### src/rtl/alu_pkg.sv
// Opcode encodings and FSM state type shared by the accumulator ALU.
// Every opcode is 4 bits wide.
package alu_pkg;

    localparam logic [3:0] OP_PASS0 = 4'd0;
    localparam logic [3:0] OP_PASS1 = 4'd1;
    localparam logic [3:0] OP_ADD   = 4'd2;
    localparam logic [3:0] OP_AND   = 4'd3;
    localparam logic [3:0] OP_XOR   = 4'd4;
    localparam logic [3:0] OP_PASSD = 4'd5;
    localparam logic [3:0] OP_PASS6 = 4'd6;
    localparam logic [3:0] OP_PASS7 = 4'd7;
    localparam logic [3:0] OP_MUL   = 4'd8;
    localparam logic [3:0] OP_SUB   = 4'd9;
    localparam logic [3:0] OP_SHL   = 4'd10;
    localparam logic [3:0] OP_SHR   = 4'd11;

    typedef enum logic {
        IDLE    = 1'b0,
        MUL_RUN = 1'b1
    } state_t;

endpackage

### src/rtl/alu_mul_seq.sv
// Iterative shift-add multiplier. It handles one multiplier bit per cycle, starting from the LSB.
// The product output already includes the current iteration, so it holds the final result while last is high.
module alu_mul_seq #(
    parameter int WIDTH = 8
) (
    input  logic               clk,
    input  logic               rst_n,
    input  logic               load,
    input  logic [WIDTH-1:0]   a,
    input  logic [WIDTH-1:0]   b,
    output logic [2*WIDTH-1:0] product,
    output logic               last
);

    localparam int CW = $clog2(WIDTH);

    logic [2*WIDTH-1:0] acc_q;
    logic [2*WIDTH-1:0] mcand_q;
    logic [WIDTH-1:0]   mplier_q;
    logic [CW-1:0]      cnt_q;
    logic               run_q;
    logic [2*WIDTH-1:0] addend;

    assign addend  = mplier_q[0] ? mcand_q : '0;
    assign product = acc_q + addend;
    assign last    = run_q && (cnt_q == CW'(WIDTH - 1));

    always_ff @(posedge clk or negedge rst_n) begin
        if (!rst_n) begin
            acc_q    <= '0;
            mcand_q  <= '0;
            mplier_q <= '0;
            cnt_q    <= '0;
            run_q    <= 1'b0;
        end else if (load) begin
            acc_q    <= '0;
            mcand_q  <= {{WIDTH{1'b0}}, a};
            mplier_q <= b;
            cnt_q    <= '0;
            run_q    <= 1'b1;
        end else if (run_q) begin
            acc_q    <= product;
            mcand_q  <= mcand_q << 1;
            mplier_q <= mplier_q >> 1;
            cnt_q    <= cnt_q + 1'b1;
            if (last) begin
                run_q <= 1'b0;
            end
        end
    end

endmodule

### src/rtl/alu_acc_seq.sv
// Registered accumulator ALU with start/busy/done handshake and carry/zero flags.
//   state   | meaning
//   IDLE    | accepts start; single-cycle ops complete on the sampling edge
//   MUL_RUN | shift-add multiply in progress, start ignored
module alu_acc_seq
    import alu_pkg::*;
#(
    parameter int WIDTH = 8
) (
    input  logic             clk,
    input  logic             rst_n,
    input  logic             start,
    input  logic [3:0]       opcode,
    input  logic [WIDTH-1:0] data,
    input  logic [WIDTH-1:0] accum,
    output logic [WIDTH-1:0] out,
    output logic             zero,
    output logic             carry,
    output logic             busy,
    output logic             done
);

    state_t             state_q, state_d;
    logic [WIDTH-1:0]   out_q;
    logic               zero_q, carry_q, done_q;
    logic [WIDTH:0]     sum_w, diff_w;
    logic [WIDTH-1:0]   alu_val, res_val;
    logic               alu_c, res_c, res_we, mul_load, mul_last;
    logic [2*WIDTH-1:0] product;

    alu_mul_seq #(.WIDTH(WIDTH)) u_mul (
        .clk     (clk),
        .rst_n   (rst_n),
        .load    (mul_load),
        .a       (accum),
        .b       (data),
        .product (product),
        .last    (mul_last)
    );

    always_comb begin
        sum_w   = {1'b0, accum} + {1'b0, data};
        diff_w  = {1'b0, accum} - {1'b0, data};
        alu_val = accum;
        alu_c   = 1'b0;
        case (opcode)
            OP_ADD:   begin alu_val = sum_w[WIDTH-1:0];  alu_c = sum_w[WIDTH];    end
            OP_AND:   alu_val = accum & data;
            OP_XOR:   alu_val = accum ^ data;
            OP_PASSD: alu_val = data;
            OP_SUB:   begin alu_val = diff_w[WIDTH-1:0]; alu_c = diff_w[WIDTH];   end
            OP_SHL:   begin alu_val = {accum[WIDTH-2:0], 1'b0}; alu_c = accum[WIDTH-1]; end
            OP_SHR:   begin alu_val = {1'b0, accum[WIDTH-1:1]}; alu_c = accum[0];       end
            default:  ;
        endcase
    end

    always_comb begin
        state_d  = state_q;
        mul_load = 1'b0;
        res_we   = 1'b0;
        res_val  = alu_val;
        res_c    = alu_c;
        case (state_q)
            IDLE: begin
                if (start) begin
                    if (opcode == OP_MUL) begin
                        mul_load = 1'b1;
                        state_d  = MUL_RUN;
                    end else begin
                        res_we = 1'b1;
                    end
                end
            end
            MUL_RUN: begin
                if (mul_last) begin
                    res_we  = 1'b1;
                    res_val = product[WIDTH-1:0];
                    res_c   = |product[2*WIDTH-1:WIDTH];
                    state_d = IDLE;
                end
            end
            default: state_d = IDLE;
        endcase
    end

    always_ff @(posedge clk or negedge rst_n) begin
        if (!rst_n) begin
            state_q <= IDLE;
            out_q   <= '0;
            zero_q  <= 1'b0;
            carry_q <= 1'b0;
            done_q  <= 1'b0;
        end else begin
            state_q <= state_d;
            done_q  <= res_we;
            if (res_we) begin
                out_q   <= res_val;
                zero_q  <= (res_val == '0);
                carry_q <= res_c;
            end
        end
    end

    assign out   = out_q;
    assign zero  = zero_q;
    assign carry = carry_q;
    assign done  = done_q;
    assign busy  = (state_q == MUL_RUN);

endmodule

### config.mk
export PLATFORM = sky130hd
export DESIGN_NAME = alu_acc_seq
export DESIGN_NICKNAME = d
export VERILOG_FILES = /design/src/rtl/alu_pkg.sv /design/src/rtl/alu_mul_seq.sv /design/src/rtl/alu_acc_seq.sv
export SDC_FILE = /design/constraint.sdc
export NUM_CORES = 1
export LEC_CHECK = 0
export CAP_MARGIN = 20
export CORE_MARGIN = 3
export CORE_UTILIZATION = 60
export DETAILED_ROUTE_END_ITERATION = 6
export PLACE_DENSITY_LB_ADDON = 0.12
export SETUP_SLACK_MARGIN = 0.02
export SLEW_MARGIN = 0
export SYNTH_ARGS = -nofsm -noshare
export SYNTH_HDL_FRONTEND = slang
export SYNTH_SLANG_ARGS = --single-unit
export TNS_END_PERCENT = 50
### constraint.sdc
create_clock -name clk -period 5.4 [get_ports clk]
set_input_delay 0.54 -clock clk [delete_from_list [all_inputs] [get_ports clk]]
set_output_delay 0.54 -clock clk [all_outputs]
set_load 0.01 [all_outputs]
==> results.yml <==
run_status:
  outcome: "finished clean"
power_and_ir_drop:
  p_leak_nw: 2.15
  irDropWorstVdd_mv: 0.448
  power_density_nw_per_um2: 400
  finalPower_mw: 1.99
yosys:
  async_flop_share_pct: 100
  synthesis.nets: 584
  synthCells: 524
  synth_ff_type: "dfrtp_1"
  yosys_warnings: 0
  yosysTopAreaCell: "dfrtp_1"
  synthesis.area_sq_um: 4520
  syn_area_per_cell_sq_um: 8.62
  synth_cell_types: 64
  ys_ff_latch: 56
  seq_area_frac_synth_pct: 31.0
  synth_top_area_share_pct: 31.0
  synth_edf_count: 0
  synth_area_leaders: "dfrtp_1, ha_1, mux2i_1"
route:
  antenna_left: 0
  routed_wl_microns: 11900
  drt_iter0_drc: 284
  first_pass_iters: 5
  viasPerCell: 6.34
  post-route-drc-count: 0
  wl_per_cell_microns: 18.6
  vias: 4060
worst_setup_path:
  path_max_fanout: 6
  slowest_stage: "or4_1"
  critPathMaxStageDelay_ns: 0.52
  crit_path_end_kind: "flop"
  critical_path.cell_chain: "clkdlybuf4s50_1 > ha_1 > fa_1 > nand2b_1 > a31oi_1 > o21ai_1 > a221oi_1 > a221oi_1 > or4b_1 > or4_1 > o31ai_2"
  crit_top_cell: "a221oi_1"
  startpoint_type: "primary input"
  crit_type: "in2reg"
  cp_data_required_time_ns: 5.64
  cp.arrival_ns: 3.77
clock_tree:
  cts_root_buf: "clkbuf_8"
  cts_tree: "yes"
  cts_resized: 0
  cts_buffer_depth: 2
  clkLatencyLatePin_ns: 0.32
  clock-sinks: 56
  h-tree-depth: 2
  clk_transition_reported_paths_ns: 0.11
  cts_hold_buf: 0
  numCtsBuffers: 5
  postCtsSetupBuffers: 0
timing:
  fin_setup_tns_ns: 0
  timing.final.max_slew_violations: 0
  finalHoldViolCount: 0
  finalCritPeriodShare_pct: 65.4
  maxSlewHeadroom_pct: 46.0
  hold_slack_ns: 0.335
  tightest_slew_ns: 0.800
  finClkSkew_ns: 0.0133
  rsz0062_at_grt: "false"
  finalCriticalPeriod_ns: 3.53
  setup_ws_ns: 1.87
  finalSetupViolCount: 0
  fmax_mhz: 283
layout:
  layout_common_cells: "dfrtp_1, nand2_1, nor2_1, o21ai_0, mux2i_1"
  stdcell_count: 640
  fin_nets: 600
  synthToLayoutAreaGrowth_pct: 10.1
  drive_above_1_share_pct: 6.28
  fin_util_pct: 68.2
  antenna_cells: 0
  mostFrequentLayoutCell: "dfrtp_1"
  nFillCells: 659
  stdcell_area_sq_um: 4970
flow_run:
  cap_viol_max_count: 0
floorplanning:
  dieArea_sq_um: 8610
  fp.dieH_microns: 92.8
  start_util_pct: 62.0
  core_sq_um: 7290
  boundaryPins: 35
  die_x_microns: 92.8
  num_rows: 31
global_route:
  grt_max_degree: 62
  grt_pass1_vias: 3860
  grt_first_pass_wirelength_microns: 19200
  grt-ovfl-total: 0
  grt_antenna_before_repair: 0
  grt_usage_pct: 28.1
worst_hold_path:
  hold_class: "in2async"
placement:
  placed_cells: 632
  gp_congestion: 0.982
  dpl_cell_area_sq_um: 4880
  port_buffers: 34
  dpl.hpwl_microns: 8940
  pre_cts_ws_ns: 1.58
## Yosys cell counts, types with 3 or more instances
| library cell | n |
|---|---|
| o21a_1 | 6 |
| nand2b_1 | 9 |
| mux2i_1 | 37 |
| o21ai_0 | 38 |
| dfrtp_1 | 56 |
| clkbuf_1 | 17 |
| nor2b_1 | 4 |
| a22oi_1 | 3 |
| inv_1 | 20 |
| a221o_1 | 6 |
| nand3_1 | 10 |
| nor2_1 | 54 |
| a31oi_1 | 7 |
| a211oi_1 | 5 |
| xor2_1 | 4 |
| a32oi_1 | 3 |
| a21o_1 | 6 |
| nor3_1 | 8 |
| buf_1 | 5 |
| nand2_1 | 54 |
| a21oi_1 | 28 |
| buf_6 | 3 |
| o221ai_1 | 4 |
| and2_1 | 17 |
| and3_1 | 4 |
| o21bai_1 | 4 |
| o31ai_1 | 3 |
| a221oi_1 | 5 |
| ha_1 | 34 |
| buf_2 | 3 |
| fa_1 | 3 |
| mux2_2 | 9 |
| xnor2_1 | 10 |
| o2111ai_1 | 3 |
## flip-flops by register name, indices dropped and copies added (netlist names)
signal / cells
zero: 1
done: 1
out: 8
u_mul.acc_q: 16
u_mul.cnt_q: 3
u_mul.mplier_q: 8
u_mul.mcand_q: 16
u_mul.run_q: 1
busy: 1
carry: 1
## power breakdown
| part | total (mW) | switching [mW] | internal [mW] |
|---|---|---|---|
| Clock | 0.256 | 0.151 | 0.104 |
| Sequential | 0.725 | 0.128 | 0.597 |
| Combinational | 1.01 | 0.552 | 0.457 |
## per-layer routing
metal / vias to the layer above / track usage [%] / share of wire (%)
li1: 1923 / - / -
met1: 1962 / 40.0 / 45
met2: 153 / 45.2 / 47
met3: 22 / 4.79 / 6.9
met4: 0 / 5.37 / 1.4
met5: - / 0 / 0
## worst paths after layout
path	from	to	slack, ns	depth (start not counted)
setup / recovery	accum[0]	zero$_DFFE_PN0P_	1.87	11
hold / removal	rst_n	u_mul.mcand_q[13]$_DFFE_PN0P_	0.33	2
setup reg to reg	u_mul.mplier_q[0]$_DFFE_PN0P_	u_mul.acc_q[14]$_DFFE_PN0P_	2.00	11
hold reg to reg	out[0]$_DFFE_PN0P_	out[0]$_DFFE_PN0P_	0.49	2
max in group asynchronous	rst_n	u_mul.run_q$_DFF_PN0_	4.53	2
min in group clk	out[0]$_DFFE_PN0P_	out[0]$_DFFE_PN0P_	0.49	2
## layout make-up
cell class / count / area (sq um) / area share (%)
clock buffer: 6 / 82.6 / 1.66
sequential: 56 / 1400 / 28.2
multi-input combinational: 417 / 2900 / 58.4
clock inverter: 2 / 15.0 / 0.302
timing repair buffer: 38 / 365 / 7.34
tap: 99 / 124 / 2.49
inverter: 22 / 82.6 / 1.66
## kinds of logic (layout without fill, tap and decap cells)
family / Yosys count / in the layout / share of synthesized area, %
AO/OA/AOI/OAI: 142 / 142 / 21.2
flip-flops: 56 / 56 / 31.0
multiplexers: 46 / 46 / 10.4
XOR/XNOR: 14 / 14 / 2.71
buffers and inverters: 51 / 68 / 4.90
adder cells (fa/ha/maj): 37 / 37 / 10.7
AND/OR/NAND/NOR: 178 / 178 / 19.0
## critical path: cells and delay by family
kind | cells | cell delay [ns]
AO/OA/AOI/OAI | 5 | 0.89
AND/OR/NAND/NOR | 3 | 1.15
buffers and inverters | 1 | 0.51
adder cells (fa/ha/maj) | 2 | 0.66
(Power assumes the default switching activity.)
